<file path="src/rtl/issue_stage_pkg.sv">
// rtl/issue_stage_pkg.sv - shared types and constants for the in-order issue stage
//
// Contents:
//   NUM_REGS_DEF    architectural register count the instruction format is sized for
//   REG_IDX_W       register index width, $clog2(NUM_REGS_DEF)
//   decoded_instr_t decoded instruction as held in the dispatch queue

package issue_stage_pkg;

    localparam int NUM_REGS_DEF = 32;
    localparam int REG_IDX_W    = $clog2(NUM_REGS_DEF);

    typedef struct packed {
        logic [6:0]           opcode;
        logic [REG_IDX_W-1:0] rs1;
        logic [REG_IDX_W-1:0] rs2;
        logic [REG_IDX_W-1:0] rd;
        logic                 uses_rs1;
        logic                 uses_rs2;
        logic                 writes_rd;
        logic [15:0]          imm;
    } decoded_instr_t;

endpackage

</file>
<file path="src/rtl/issue_stage_scoreboard.sv">
// rtl/issue_stage_scoreboard.sv - register busy scoreboard with writeback bypass
//
// Ports:
//   clk, rst_n        clock, synchronous active-low reset
//   set_en, set_idx   mark a register busy (an instruction writing it was issued)
//   clr_en, clr_idx   mark a register ready (writeback)
//   clear_all         flush: every register ready, overrides set and clear
//   rd_*_idx          three read ports (rs1, rs2, rd of the queue head)
//   rd_*_busy         effective busy: a same-cycle writeback already counts as ready
//
// Register 0 is never busy. When the same register is set and cleared in one
// cycle the set wins, since the new writer is younger than the retiring one.

module issue_stage_scoreboard #(
    parameter int NUM_REGS = 32,
    parameter int IDX_W    = $clog2(NUM_REGS)
) (
    input  logic             clk,
    input  logic             rst_n,
    input  logic             set_en,
    input  logic [IDX_W-1:0] set_idx,
    input  logic             clr_en,
    input  logic [IDX_W-1:0] clr_idx,
    input  logic             clear_all,
    input  logic [IDX_W-1:0] rd_a_idx,
    input  logic [IDX_W-1:0] rd_b_idx,
    input  logic [IDX_W-1:0] rd_c_idx,
    output logic             rd_a_busy,
    output logic             rd_b_busy,
    output logic             rd_c_busy
);

    logic [NUM_REGS-1:0] busy;
    logic [NUM_REGS-1:0] busy_nxt;
    logic [NUM_REGS-1:0] busy_eff;

    always_comb begin
        busy_nxt = busy;
        if (clr_en) begin
            busy_nxt[clr_idx] = 1'b0;
        end
        // applied after the clear so that set wins on a collision
        if (set_en) begin
            busy_nxt[set_idx] = 1'b1;
        end
        busy_nxt[0] = 1'b0;
    end

    always_ff @(posedge clk) begin
        if (!rst_n || clear_all) begin
            busy <= '0;
        end else begin
            busy <= busy_nxt;
        end
    end

    // writeback bypass: the register being written back this cycle is ready now
    always_comb begin
        busy_eff = '0;
        for (int i = 0; i < NUM_REGS; i++) begin
            busy_eff[i] = busy[i] & ~(clr_en && (clr_idx == IDX_W'(i)));
        end
        busy_eff[0] = 1'b0;
    end

    assign rd_a_busy = busy_eff[rd_a_idx];
    assign rd_b_busy = busy_eff[rd_b_idx];
    assign rd_c_busy = busy_eff[rd_c_idx];

endmodule

</file>
<file path="src/rtl/issue_stage.sv">
// rtl/issue_stage.sv - in-order issue stage: hazard check, pop, single issue register
//
// Ports:
//   clk, rst_n     clock, synchronous active-low reset
//   dq_empty       dispatch queue empty
//   dq_instr       queue head, valid while dq_empty=0
//   dq_r_en        pop request (combinational); head advances at the next edge
//   issue_valid    issue register holds an instruction
//   issue_instr    instruction being issued
//   issue_ready    execution side accepts issue_instr this cycle
//   wb_valid       writeback event
//   wb_rd          register being written back
//   flush          drop the issue register and clear the scoreboard
//   stall_cnt      cycles with a head present but blocked by a hazard
//
// The head is popped only when it has no RAW/WAW hazard and the issue register
// is empty or being drained this cycle, so a ready consumer sees one issue per
// cycle with no bubble. NUM_REGS must match the instruction format's register
// index width.

import issue_stage_pkg::*;

module issue_stage #(
    parameter int NUM_REGS = 32,
    parameter int CNT_W    = 32
) (
    input  logic                        clk,
    input  logic                        rst_n,
    input  logic                        dq_empty,
    input  decoded_instr_t              dq_instr,
    output logic                        dq_r_en,
    output logic                        issue_valid,
    output decoded_instr_t              issue_instr,
    input  logic                        issue_ready,
    input  logic                        wb_valid,
    input  logic [$clog2(NUM_REGS)-1:0] wb_rd,
    input  logic                        flush,
    output logic [CNT_W-1:0]            stall_cnt
);

    logic busy_rs1;
    logic busy_rs2;
    logic busy_rd;
    logic hazard;
    logic slot_free;
    logic rd_nonzero;
    logic set_busy;

    assign rd_nonzero = (dq_instr.rd != '0);

    // an x0 writer never occupies the scoreboard
    assign set_busy = dq_r_en & dq_instr.writes_rd & rd_nonzero;

    issue_stage_scoreboard #(
        .NUM_REGS (NUM_REGS)
    ) u_sb (
        .clk       (clk),
        .rst_n     (rst_n),
        .set_en    (set_busy),
        .set_idx   (dq_instr.rd),
        .clr_en    (wb_valid),
        .clr_idx   (wb_rd),
        .clear_all (flush),
        .rd_a_idx  (dq_instr.rs1),
        .rd_b_idx  (dq_instr.rs2),
        .rd_c_idx  (dq_instr.rd),
        .rd_a_busy (busy_rs1),
        .rd_b_busy (busy_rs2),
        .rd_c_busy (busy_rd)
    );

    // the rd term holds back a second writer (WAW) until the first retires
    assign hazard = (dq_instr.uses_rs1 & busy_rs1)
                  | (dq_instr.uses_rs2 & busy_rs2)
                  | (dq_instr.writes_rd & rd_nonzero & busy_rd);

    assign slot_free = ~issue_valid | issue_ready;

    assign dq_r_en = rst_n & ~flush & ~dq_empty & ~hazard & slot_free;

    always_ff @(posedge clk) begin
        if (!rst_n) begin
            issue_valid <= 1'b0;
            issue_instr <= '0;
        end else if (flush) begin
            issue_valid <= 1'b0;
        end else if (dq_r_en) begin
            issue_valid <= 1'b1;
            issue_instr <= dq_instr;
        end else if (issue_valid && issue_ready) begin
            issue_valid <= 1'b0;
        end
    end

    // free-running: wraps naturally and survives flush
    always_ff @(posedge clk) begin
        if (!rst_n) begin
            stall_cnt <= '0;
        end else if (!dq_empty && hazard && !flush) begin
            stall_cnt <= stall_cnt + 1'b1;
        end
    end

endmodule

</file>
<file path="config.mk">
export PLATFORM = sky130hd
export DESIGN_NAME = issue_stage
export DESIGN_NICKNAME = d
export VERILOG_FILES = /design/src/rtl/issue_stage_pkg.sv /design/src/rtl/issue_stage_scoreboard.sv /design/src/rtl/issue_stage.sv
export SDC_FILE = /design/constraint.sdc
export NUM_CORES = 1
export LEC_CHECK = 0
export BUFFER_PORTS_ARGS = -buffer_cell sky130_fd_sc_hd__buf_2
export CORE_MARGIN = 2
export CORE_UTILIZATION = 25
export DETAILED_ROUTE_END_ITERATION = 10
export PLACE_DENSITY = 0.49
export SLEW_MARGIN = 20
export SYNTH_ARGS = -nofsm -noshare
export SYNTH_HDL_FRONTEND = slang
export SYNTH_SLANG_ARGS = --single-unit
export TNS_END_PERCENT = 5
</file>
<file path="constraint.sdc">
create_clock -name clk -period 10.1 [get_ports clk]
set_clock_uncertainty 0.05 [all_clocks]
set_input_delay 0.505 -clock clk [delete_from_list [all_inputs] [get_ports clk]]
set_output_delay 0.505 -clock clk [all_outputs]
set_load 0.02 [all_outputs]
</file>
### Word level (Yosys, flattened, before mapping)

Index checks and enable logic that the tools add are counted.

| cells by class | value |
|---|---|
| order comparisons | 6 |
| reductions and logical operators | 44 |
| add/sub/neg operators | 1 |
| bitwise logic cells | 83 |
| equality and inequality tests | 31 |
| muxes and demuxes | 14 |

Operators with widths:

| kind | count |
|---|---|
| $eq 5x5->1 const B | 16 |
| $mux 32 | 2 |
| $and 1x1->1 | 41 |
| $eq 5x4->1 const B | 8 |
| $logic_and 1x1->1 | 36 |
| $not 1->1 | 36 |
| $add 32x1->32 const B | 1 |
| $and 32x32->32 | 1 |
| $not 32->32 | 1 |
| $or 32x32->32 | 1 |
| $lt 5x6->1 const B | 4 |
| $eq 5x3->1 const B | 4 |
| $bmux 1 s5 | 3 |
| $demux 1 s5 | 2 |
| $eq 5x2->1 const B | 2 |
| $ge 5x1->1 const B | 2 |
| $mux 1 | 7 |
| $eq 5x1->1 const B | 1 |
| $reduce_bool 5->1 | 1 |
| $logic_not 1->1 | 3 |
| $or 1x1->1 | 3 |
| $reduce_and 2->1 | 1 |
| $reduce_bool 2->1 | 1 |
| $reduce_or 2->1 | 1 |
| $logic_or 1x1->1 | 1 |

| word-level totals | value |
|---|---|
| input port bits | 52 |
| flip-flop bits (word level) | 106 |
| output and inout bits | 75 |

### Logic depth before layout (Yosys ltp)

Gate-level depths: netlist (run 1).

| logic depth | value |
|---|---|
| depth in word-level cells | 15 |
| gate-level depth with buffers | 15 |

### Cells and area by module

Synthesis (run 1) repeated with hierarchy kept, for this count alone.

| second synthesis, totals | value |
|---|---|
| cell total of the unflattened synthesis | 636 |
| area total of the unflattened synthesis | 5411.4 um2 |

Modules (own cells, without submodules):

| module | cells an instance | times used | sequential area each (um2) | area each (um2) |
|---|---|---|---|---|
| issue_stage | 343 | 1 | 1481.4 | 3249.4 |
| issue_stage_scoreboard | 293 | 1 | 620.6 | 2162.1 |

### Worst setup path after synthesis (run 1)

Ideal clock, no wire load.

| timing | value |
|---|---|
| path type | input -> output |
| from | input wb_rd[1] |
| to | output dq_r_en |
| arrival | 3374 ps |
| setup slack | 6171 ps |
| stages | 12 |
| buffers on the path | 4 |
| cell sequence | or2_1 > clkbuf_1 > o21ai_0 > o22ai_1 > o311ai_0 > o31ai_1 > or4_4 > or4_1 > clkbuf_1 > inv_2 > buf_2 > buf_2 |

| between the ends | value |
|---|---|
| word-level cells in the longest chain between the ends | 12 |

RTL lines:

| element | line | text |
|---|---|---|
| start: declaration | issue_stage.sv:36 | `input logic [$clog2(NUM_REGS)-1:0] wb_rd,` |
| $eq 5x1->1, or another cell as far along | issue_stage_scoreboard.sv:61 | `busy_eff[i] = busy[i] & ~(clr_en && (clr_idx == IDX_W'(i)));` |
| $logic_and 1x1->1 | issue_stage_scoreboard.sv:61 |  |
| $not 1->1 | issue_stage_scoreboard.sv:61 |  |
| $and 1x1->1 | issue_stage_scoreboard.sv:61 |  |
| $bmux 1 s5, on equally long branches | issue_stage_scoreboard.sv:66, issue_stage_scoreboard.sv:67 |  |
| $mux 1, on equally long branches | issue_stage_scoreboard.sv:66, issue_stage_scoreboard.sv:67 |  |
| $and 1x1->1, on equally long branches | issue_stage.sv:73, issue_stage.sv:74 |  |
| $or 1x1->1 | issue_stage.sv:74 | `\| (dq_instr.uses_rs2 & busy_rs2)` |
| $or 1x1->1 (*) | issue_stage.sv:75 | `\| (dq_instr.writes_rd & rd_nonzero & busy_rd);` |
| $not 1->1 (*) | issue_stage.sv:79 | `assign dq_r_en = rst_n & ~flush & ~dq_empty & ~hazard & slot_free;` |
| $and 1x1->1 (*) (2 in a row) | issue_stage.sv:79 |  |
| end: declaration | issue_stage.sv:31 | `output logic dq_r_en,` |

Mark *: on every way between the ends. The rest lies on a longest branch, timed or not. The select of a mux whose other input is x is not followed.

### Worst setup path after layout (run 1)

Same ends and word-level chain as after synthesis.

==> run metrics, run 1 <==
IO buf count between 100 and 150; final number of max-transition violations 0; vias per inst ~5.3; top cell type by total area after synthesis dfxtp_1; maximum number of pins on one net before global-route repair 68; standard-cell rows 53; HPWL reported at the end of detailed placement between 10000 and 15000 um; Total GRT Usage 0.162; post-synthesis net count ~730; Layout Cells excl Fill around 1000; CP startpoint kind input port; total congestion overflow 0; hold crit path type in -> reg; endpoint arrival time on the critical path about 4.8 ns; total power per unit cell area approximately 140 nW/um^2; worst hold margin 0.268 ns; Yosys warning count 0; fraction of layout instances using a drive strength above 1 0.220; Tightest Pin Transition roughly 0.84 ns; number of nets at the end of the flow between 800 and 900; level count of the clock H-tree 3; clock network latency to the later pin of the worst-skew pair roughly 0.36 ns; Syn Inst Count about 680; DRC marker count from the first detailed-route iteration 389; number of flops mapped to enable cells by yosys 0; routability-driven placement congestion ratio roughly 0.91; shortest clock period the worst path allows after layout roughly 5.3 ns; sequential element share of the synthesized area 0.387; distinct cell type count after synthesis 65; Critical Path RT roughly 9.6 ns; number of flip-flops and latches in the synthesized netlist between 100 and 150; Clock Tree Buf Depth 2; part of the cycle the worst path needs 0.529; unrepaired setup endpoints after global routing false; number of clock buffers inserted by TritonCTS 9; prevailing post-synth register cell dfxtp_1; first-pass GRT wire length between 20000 and 30000 um; hold buffer count at cts 0; cell area after synthesis ~5400 um^2; DR DRC count 0; maximum ir drop on the vdd rail just over 0.08 mV; average routed wire per standard cell 17.8 um; detailed-routing iteration count for the pre-antenna-repair pass 4; Layout area overhead 20.6%; Max Fanout on Critical Path 59; endpoint class of the critical path primary output; floorplan die area around 23000 um^2; remaining number of nets flagged by the antenna check after routing 0; Async SR Flop Fraction 0; CTS tree built; number of global-route vias before repair 5162; number of sinks handled by clock tree synthesis roughly 110; Setup-failing EPs final 0; outcome finished, final reports clean; Final Routed Wirelength 18600 um; top cell type's share of synthesized area 0.387; FMAX 0.187 GHz; number of antenna cells inserted 0; root buf cell clkbuf_16; Starting Density 0.257; MaxCap Viol Count 0; clk slew on worst S/H paths approximately 0.08 ns; via total after detailed routing ~5600; number of ports placed on the die boundary approximately 130; Layout Utilization 0.310; top area cells in the synthesized netlist dfxtp_1, nand2_1, nand3_1, mux4_2, o21ai_0; final hold violation count 0; horizontal die dimension 151 um; vertical die dimension 151 um; TNS Setup 0 ns; placed cells a little over 1000; worst slew margin relative to its limit 0.440; Commonest cells post-synth nand2_1, dfxtp_1, nand3_1; core region area 21200 um^2; leakage power total 0.00259 uW; count leader, synth nand2_1; post-CTS setup buffers 0; Worst Setup Path Type in -> out; number of gates given a new drive strength after cts 0; Synth Area per Inst between 8 and 9 um^2; antenna violations before repair 0
## layout by cell type, fill, tap and decap left out, types with 12 or more instances in the layout
master    count
buf_2       126
o21ai_0      34
nand2_1     118
mux2i_1      12
nand4_1      12
o21a_1       16
nand3_1      62
dfxtp_1     105
nor3_1       12
o211ai_1     14
nand2b_1     12
o22ai_1      14
nor2_1       28
a21oi_1      24
## final timing paths
check / startpoint / depth (start not counted) / slack [ns] / end
setup / recovery: wb_rd[1] / 11 / 4.76 / dq_r_en
hold / removal: dq_instr[6] / 3 / 0.27 / issue_instr[6]
setup reg to reg: u_sb.busy[21] / 10 / 5.74 / u_sb.busy[16]
hold reg to reg: issue_instr[17] / 2 / 0.40 / issue_instr[17]
## power breakdown
part	internal [uW]	total (uW)	switching, uW
sequential	423	428	4.70
combinational	31.3	108	76.4
clock	181	358	178
## critical path, cell delays in order
cell and delay [ns]:
buf_2 0.13, or2_1 0.36, o21ai_1 0.37, o2111ai_1 0.18
o311ai_0 0.45, o31ai_1 0.18, or4_4 0.59, or4_2 0.67
buf_4 0.34, inv_2 0.70, buf_2 0.30
## state kept, by name, summed over array words and instances (netlist names)
signal       count
issue_instr     41
stall_cnt       32
u_sb.busy       31
issue_valid      1
## routing by layer
| metal | vias to the layer above | wire length [um] | GRT usage |
|---|---|---|---|
| li1 | 2702 | - | - |
| met2 | 210 | 8560 | 0.256 |
| met3 | 29 | 1230 | 0.0329 |
| met4 | 0 | 416 | 0.0542 |
| met1 | 2631 | 8430 | 0.220 |
| met5 | - | 0 | 0 |
## metrics by stage
stage / cell area, um^2 / power, uW / worst slack [ns]
after global placement: 6260 / 545 / 4.74
after global routing: 6560 / 932 / 4.25
after detailed placement: 6260 / 545 / 4.76
final: 6560 / 894 / 4.76
after CTS: 6550 / 906 / 4.77
after floorplan: 5440 / 502 / 6.17
## cells by family after synthesis
group / after synthesis / share of synthesized area
muxes: 22 / 0.0594
DFF: 105 / 0.387
and+or+nand+nor: 311 / 0.287
AOI/OAI and AO/OA: 171 / 0.212
adders and majority gates: 1 / 0.00230
buffers and inverters: 61 / 0.0449
xor gates and xnor gates: 5 / 0.00806
## final cells by class
type / count / area (um^2)
Fill cell: 2323 / 14600
Multi-Input combinational cell: 510 / 3100
Sequential cell: 105 / 2100
Timing Repair Buffer: 131 / 668
Tap cell: 275 / 344
Clock buffer: 10 / 239
Clock inverter: 6 / 57.6
Inverter: 12 / 45.0
(Power assumes the default switching activity.)
==> run 2: changes to the inputs <==
clock period = 5.5 ns   (was 10.1 ns; I/O delays follow)
==> run 2 against run 1 <==
  * Utilization rose by 0.23 points
  * Via count grew 0.88%
  * Final cell count rose by 0.19%
  * Clock-buffer cell count is 1 lower
  * Critical path depth shrank 1
  * Non-clock buffer count up 3
  * Clock power up 100%
  * Critical endpoint unchanged
==> run metrics, run 2 (same netlist as run 1, synthesis figures left out) <==
Max Fanout on Critical Path 30; number of antenna cells inserted 0; Power Total around 1700 uW; clk slew on worst S/H paths ~0.080 ns; maximum number of pins on one net before global-route repair 67; Layout area overhead 21.5%; antenna violations before repair 0; Critical Path RT between 5 and 6 ns; number of gates given a new drive strength after cts 0; standard-cell rows 53; post-CTS setup buffers 0; number of nets at the end of the flow 825; top register by number of flip-flops issue_instr; max incr delay on CP 0.70 ns; endpoint class of the critical path primary output; number of ports placed on the die boundary roughly 130; crit-path most repeated cell buf_2; HPWL reported at the end of detailed placement ~14000 um; min setup slack post-route 1.09 ns; Starting Density 0.257; FMAX 0.227 GHz; number of sinks handled by clock tree synthesis 105; CP Launch Point wb_rd[0]; core region area roughly 21000 um^2; Final Routed Wirelength about 19000 um; hold crit path type in -> reg; outcome finished, final reports clean; Area after DPL 6280 um^2; clock network latency to the later pin of the worst-skew pair between 0.3 and 0.4 ns; hold buffer count at cts 0; Post-Place Worst Slack roughly 1.0 ns; DR DRC count 0; vias per inst approximately 5.3; vertical die dimension ~150 um; routability-driven placement congestion ratio between 0.8 and 0.9; detailed-routing iteration count for the pre-antenna-repair pass 5; shortest clock period the worst path allows after layout roughly 4.4 ns; leading registers by flop count issue_instr: 41 flops, stall_cnt: 32 flops, u_sb.busy: 31 flops; crit path max-delay cell type or4_2; DRC marker count from the first detailed-route iteration between 400 and 500; horizontal die dimension 151 um; CP startpoint kind input port; critical path cell sequence buf_2, nand4b_2, o21ai_0, o22ai_1, o311ai_0, o31ai_1, or4_4, or4_2, inv_2, buf_2; part of the cycle the worst path needs 0.802; footprint of the multi-input gates slightly above 3000 um^2; worst hold margin around 0.044 ns; worst slew margin relative to its limit 0.490; remaining number of nets flagged by the antenna check after routing 0; first-pass GRT wire length between 20000 and 30000 um; Tightest Pin Transition 0.765 ns; endpoint arrival time on the critical path between 4 and 5 ns; IO buf count 126; final number of max-transition violations 0; root buf cell clkbuf_16; total power per unit cell area approximately 260 nW/um^2; TNS Setup 0 ns; launch point of the worst hold path dq_instr[6]; level count of the clock H-tree 3; total congestion overflow 0; start of the worst register-to-register path u_sb.busy[21]; Clock Tree Buf Depth 2; leading cell type in the layout, fill and taps excluded buf_2; via total after detailed routing 5621; average routed wire per standard cell between 15 and 20 um; final hold violation count 0; fill count ~2300; leading cell types in the layout, fill and taps excluded buf_2, nand2_1, dfxtp_1; leakage power total 0.00262 uW; number of global-route vias before repair 4991; register area between 2000 and 2500 um^2; maximum ir drop on the vdd rail 0.140 mV; Total GRT Usage 0.160; fraction of layout instances using a drive strength above 1 0.222; Setup-failing EPs final 0; number of clock buffers inserted by TritonCTS 9; Worst Setup Path Type in -> out; CTS tree built; Largest register FFs just over 40; Non-Filler Cell Area, Final about 6600 um^2; unrepaired setup endpoints after global routing false; floorplan die area approximately 23000 um^2; MaxCap Viol Count 0
run 2: stage by stage:
| step | utilization | instances |
|---|---|---|
| floorplan | - | 676 |
| global placement | 0.297 | 1036 |
| detailed placement | 0.297 | 1036 |
| CTS | 0.312 | 1051 |
| global route | 0.312 | 1051 |
| finish | 0.312 | 1051 |
run 2: worst paths after layout:
kind / end / cells after the start / slack [ns]
setup / recovery: dq_r_en / 10 / 1.09
hold / removal: issue_instr[6] / 3 / 0.04
setup reg to reg: u_sb.busy[16] / 9 / 1.75
hold reg to reg: issue_instr[35] / 2 / 0.40
run 2: report_power, final:
| group | total, uW | switching (uW) | internal, uW |
|---|---|---|---|
| Clock | 721 | 317 | 405 |
| Combinational | 199 | 140 | 58.3 |
| Sequential | 786 | 8.76 | 777 |
| Total | 1710 | 466 | 1240 |
run 2: cell type report:
| class | count | share of cell area |
|---|---|---|
| clock inverter | 6 | 0.0148 |
| tap | 275 | 0.0521 |
| sequential | 105 | 0.318 |
| clock buffer | 9 | 0.0341 |
| multi-input combinational | 510 | 0.470 |
| inverter | 12 | 0.00682 |
| timing repair buffer | 134 | 0.105 |
run 2: layer usage:
metal / part of all wire / wire, um / vias to the layer above / track usage
met3: 0.080 / 1510 / 26 / 0.0374
met5: 0 / 0 / - / 0
li1: - / - / 2709 / -
met2: 0.46 / 8610 / 221 / 0.252
met1: 0.44 / 8300 / 2665 / 0.218
met4: 0.017 / 316 / 0 / 0.0439
run 2: worst max-delay path: cells and delay by family:
family | cells | cell delay (ns)
and+or+nand+nor | 3 | 1.67
AOI/OAI and AO/OA | 4 | 1.25
buffers and inverters | 3 | 0.86
==> run 3: changes to the inputs <==
clock period = 4.6 ns   (was 5.5 ns; I/O delays follow)
==> run 3 against run 2 <==
  * Critical path depth unchanged
  * Sequential share of layout area down 1.1 points
  * Total power up 16%
  * Largest power group unchanged
==> run metrics, run 3 (same netlist as run 1, synthesis figures left out) <==
unrepaired setup endpoints after global routing false; number of clock buffers inserted by TritonCTS 9; level count of the clock H-tree 3; core region area ~21000 um^2; Starting Density 0.257; endpoint class of the critical path primary output; TNS Setup 0 ns; design internal power about 1400 uW; MaxCap Viol Count 0; fraction of power consumed by the clock network 0.398; Non-Filler Cell Area, Final about 7000 um^2; part of the cycle the worst path needs 0.872; vias per inst approximately 5.3; fraction of layout instances using a drive strength above 1 0.233; Largest register FFs 41; register-to-register setup slack 1.25 ns; Final Routed Wirelength about 20000 um; R2R cell count 9; number of global-route vias before repair roughly 5400; capture point of the worst reg-to-reg path u_sb.busy[20]; antenna violations before repair 0; Max Fanout on Critical Path 19; net switching share of the total power 0.276; floorplan die area approximately 23000 um^2; CTS tree built; Tightest Pin Transition 0.801 ns; Setup-failing EPs final 0; via total after detailed routing 5733; worst slew margin relative to its limit 0.466; portion of total power attributed to combinational logic 0.127; depth of the worst hold-timing path 3; start of the worst register-to-register path u_sb.busy[31]; root buf cell clkbuf_16; top register by number of flip-flops issue_instr; number of nets at the end of the flow 855; Worst Setup Path Type in -> out; number of antenna cells inserted 0; worst hold margin approximately 0.011 ns; DRC marker count from the first detailed-route iteration ~400; Area after DPL approximately 6400 um^2; remaining number of nets flagged by the antenna check after routing 0; endpoint arrival time on the critical path 3.73 ns; clock network latency to the later pin of the worst-skew pair between 0.3 and 0.4 ns; hold crit path type in -> reg; IO buf count approximately 130; leading cell type in the layout, fill and taps excluded buf_2; first-pass GRT wire length roughly 30000 um; sink of the worst hold path issue_instr[34]; final number of max-transition violations 0; clk slew on worst S/H paths ~0.07 ns; total net switching power 546 uW; Critical Path RT ~4.3 ns; detailed-routing iteration count for the pre-antenna-repair pass 8; total power per unit cell area 290 nW/um^2; vertical die dimension between 150 and 200 um; leading cell types in the layout, fill and taps excluded buf_2, nand2_1, dfxtp_1; Power Total between 1500 and 2000 uW; CP startpoint kind input port; Layout area overhead 25.7%; number of sinks handled by clock tree synthesis 105; number of ports placed on the die boundary approximately 130; total congestion overflow 0; FMAX roughly 0.25 GHz; average routed wire per standard cell 18.1 um; launch point of the worst hold path dq_instr[34]; HPWL reported at the end of detailed placement between 10000 and 15000 um; maximum ir drop on the vdd rail about 0.18 mV; shortest clock period the worst path allows after layout between 4 and 5 ns; leakage power total approximately 0.0027 uW; maximum number of pins on one net before global-route repair 67; routability-driven placement congestion ratio approximately 0.92; outcome finished, final reports clean; Clock Tree Buf Depth 2; sequential power share 0.475; final hold violation count 0; standard-cell rows 53; Total GRT Usage 0.167; horizontal die dimension between 150 and 200 um; DR DRC count 0; leading registers by flop count issue_instr: 41 flops, stall_cnt: 32 flops, u_sb.busy: 31 flops
run 3: metal layers:
| metal | routed length (um) | part of all wire | GRT usage | up-vias |
|---|---|---|---|---|
| li1 | - | - | - | 2767 |
| met1 | 8500 | 0.44 | 0.216 | 2691 |
| met2 | 9150 | 0.47 | 0.273 | 229 |
| met3 | 1380 | 0.071 | 0.0380 | 46 |
| met4 | 492 | 0.025 | 0.0593 | 0 |
| met5 | 0 | 0 | 0 | - |
run 3: area by class of cell:
| class | instances | area (um^2) |
|---|---|---|
| clock inverters | 5 | 63.8 |
| inverters | 12 | 45.0 |
| well taps | 275 | 344 |
| multi-input cells | 510 | 3100 |
| flip-flops and latches | 105 | 2100 |
| repair buffers | 164 | 948 |
| fillers | 2269 | 14300 |
| clock buffers | 10 | 229 |
run 3: worst max-delay path by stage:
stage	from	endpoint	slack, ns	depth (start not counted)
2_1_floorplan	wb_rd[1]	dq_r_en	1.22	12
3_3_place_gp	wb_rd[0]	u_sb.busy[27]	0.61	11
3_5_place_dp	wb_rd[0]	u_sb.busy[16]	0.60	11
4_1_cts	wb_rd[0]	dq_r_en	0.65	10
5_1_grt	wb_rd[0]	dq_r_en	0.39	10
6_report	wb_rd[0]	dq_r_en	0.59	10
run 3: stage by stage:
stage / setup slack (ns) / utilization / std cells
floorplan: 1.22 / - / 676
global placement: 0.606 / 0.303 / 1053
detailed placement: 0.598 / 0.303 / 1053
CTS: 0.646 / 0.323 / 1081
global route: 0.394 / 0.323 / 1081
finish: 0.591 / 0.323 / 1081
run 3: power groups by stage:
stage | Sequential [uW] | Combinational, uW | Clock, uW
floorplan | 986 | 117 | 0
global placement | 961 | 244 | 0
detailed placement | 961 | 242 | 0
CTS | 939 | 251 | 811
global route | 942 | 273 | 840
finish | 939 | 252 | 788
run 3: timing repair:
action | 4_1_cts | 5_1_grt
buffers inserted | 0 | 0
setup endpoints to repair | 0 | 0
hold endpoints to repair | 13 | 0
resized for setup | 0 | 0
hold buffers | 13 | 0
run 3: critical path, cell delays in order:
cell and delay [ns]:
buf_2 0.14, nand4b_2 0.40, o21ai_0 0.43, o22ai_1 0.14, o311ai_0 0.34, o31ai_1 0.16, or4_4 0.58, or4_2 0.73
inv_2 0.33, buf_2 0.25
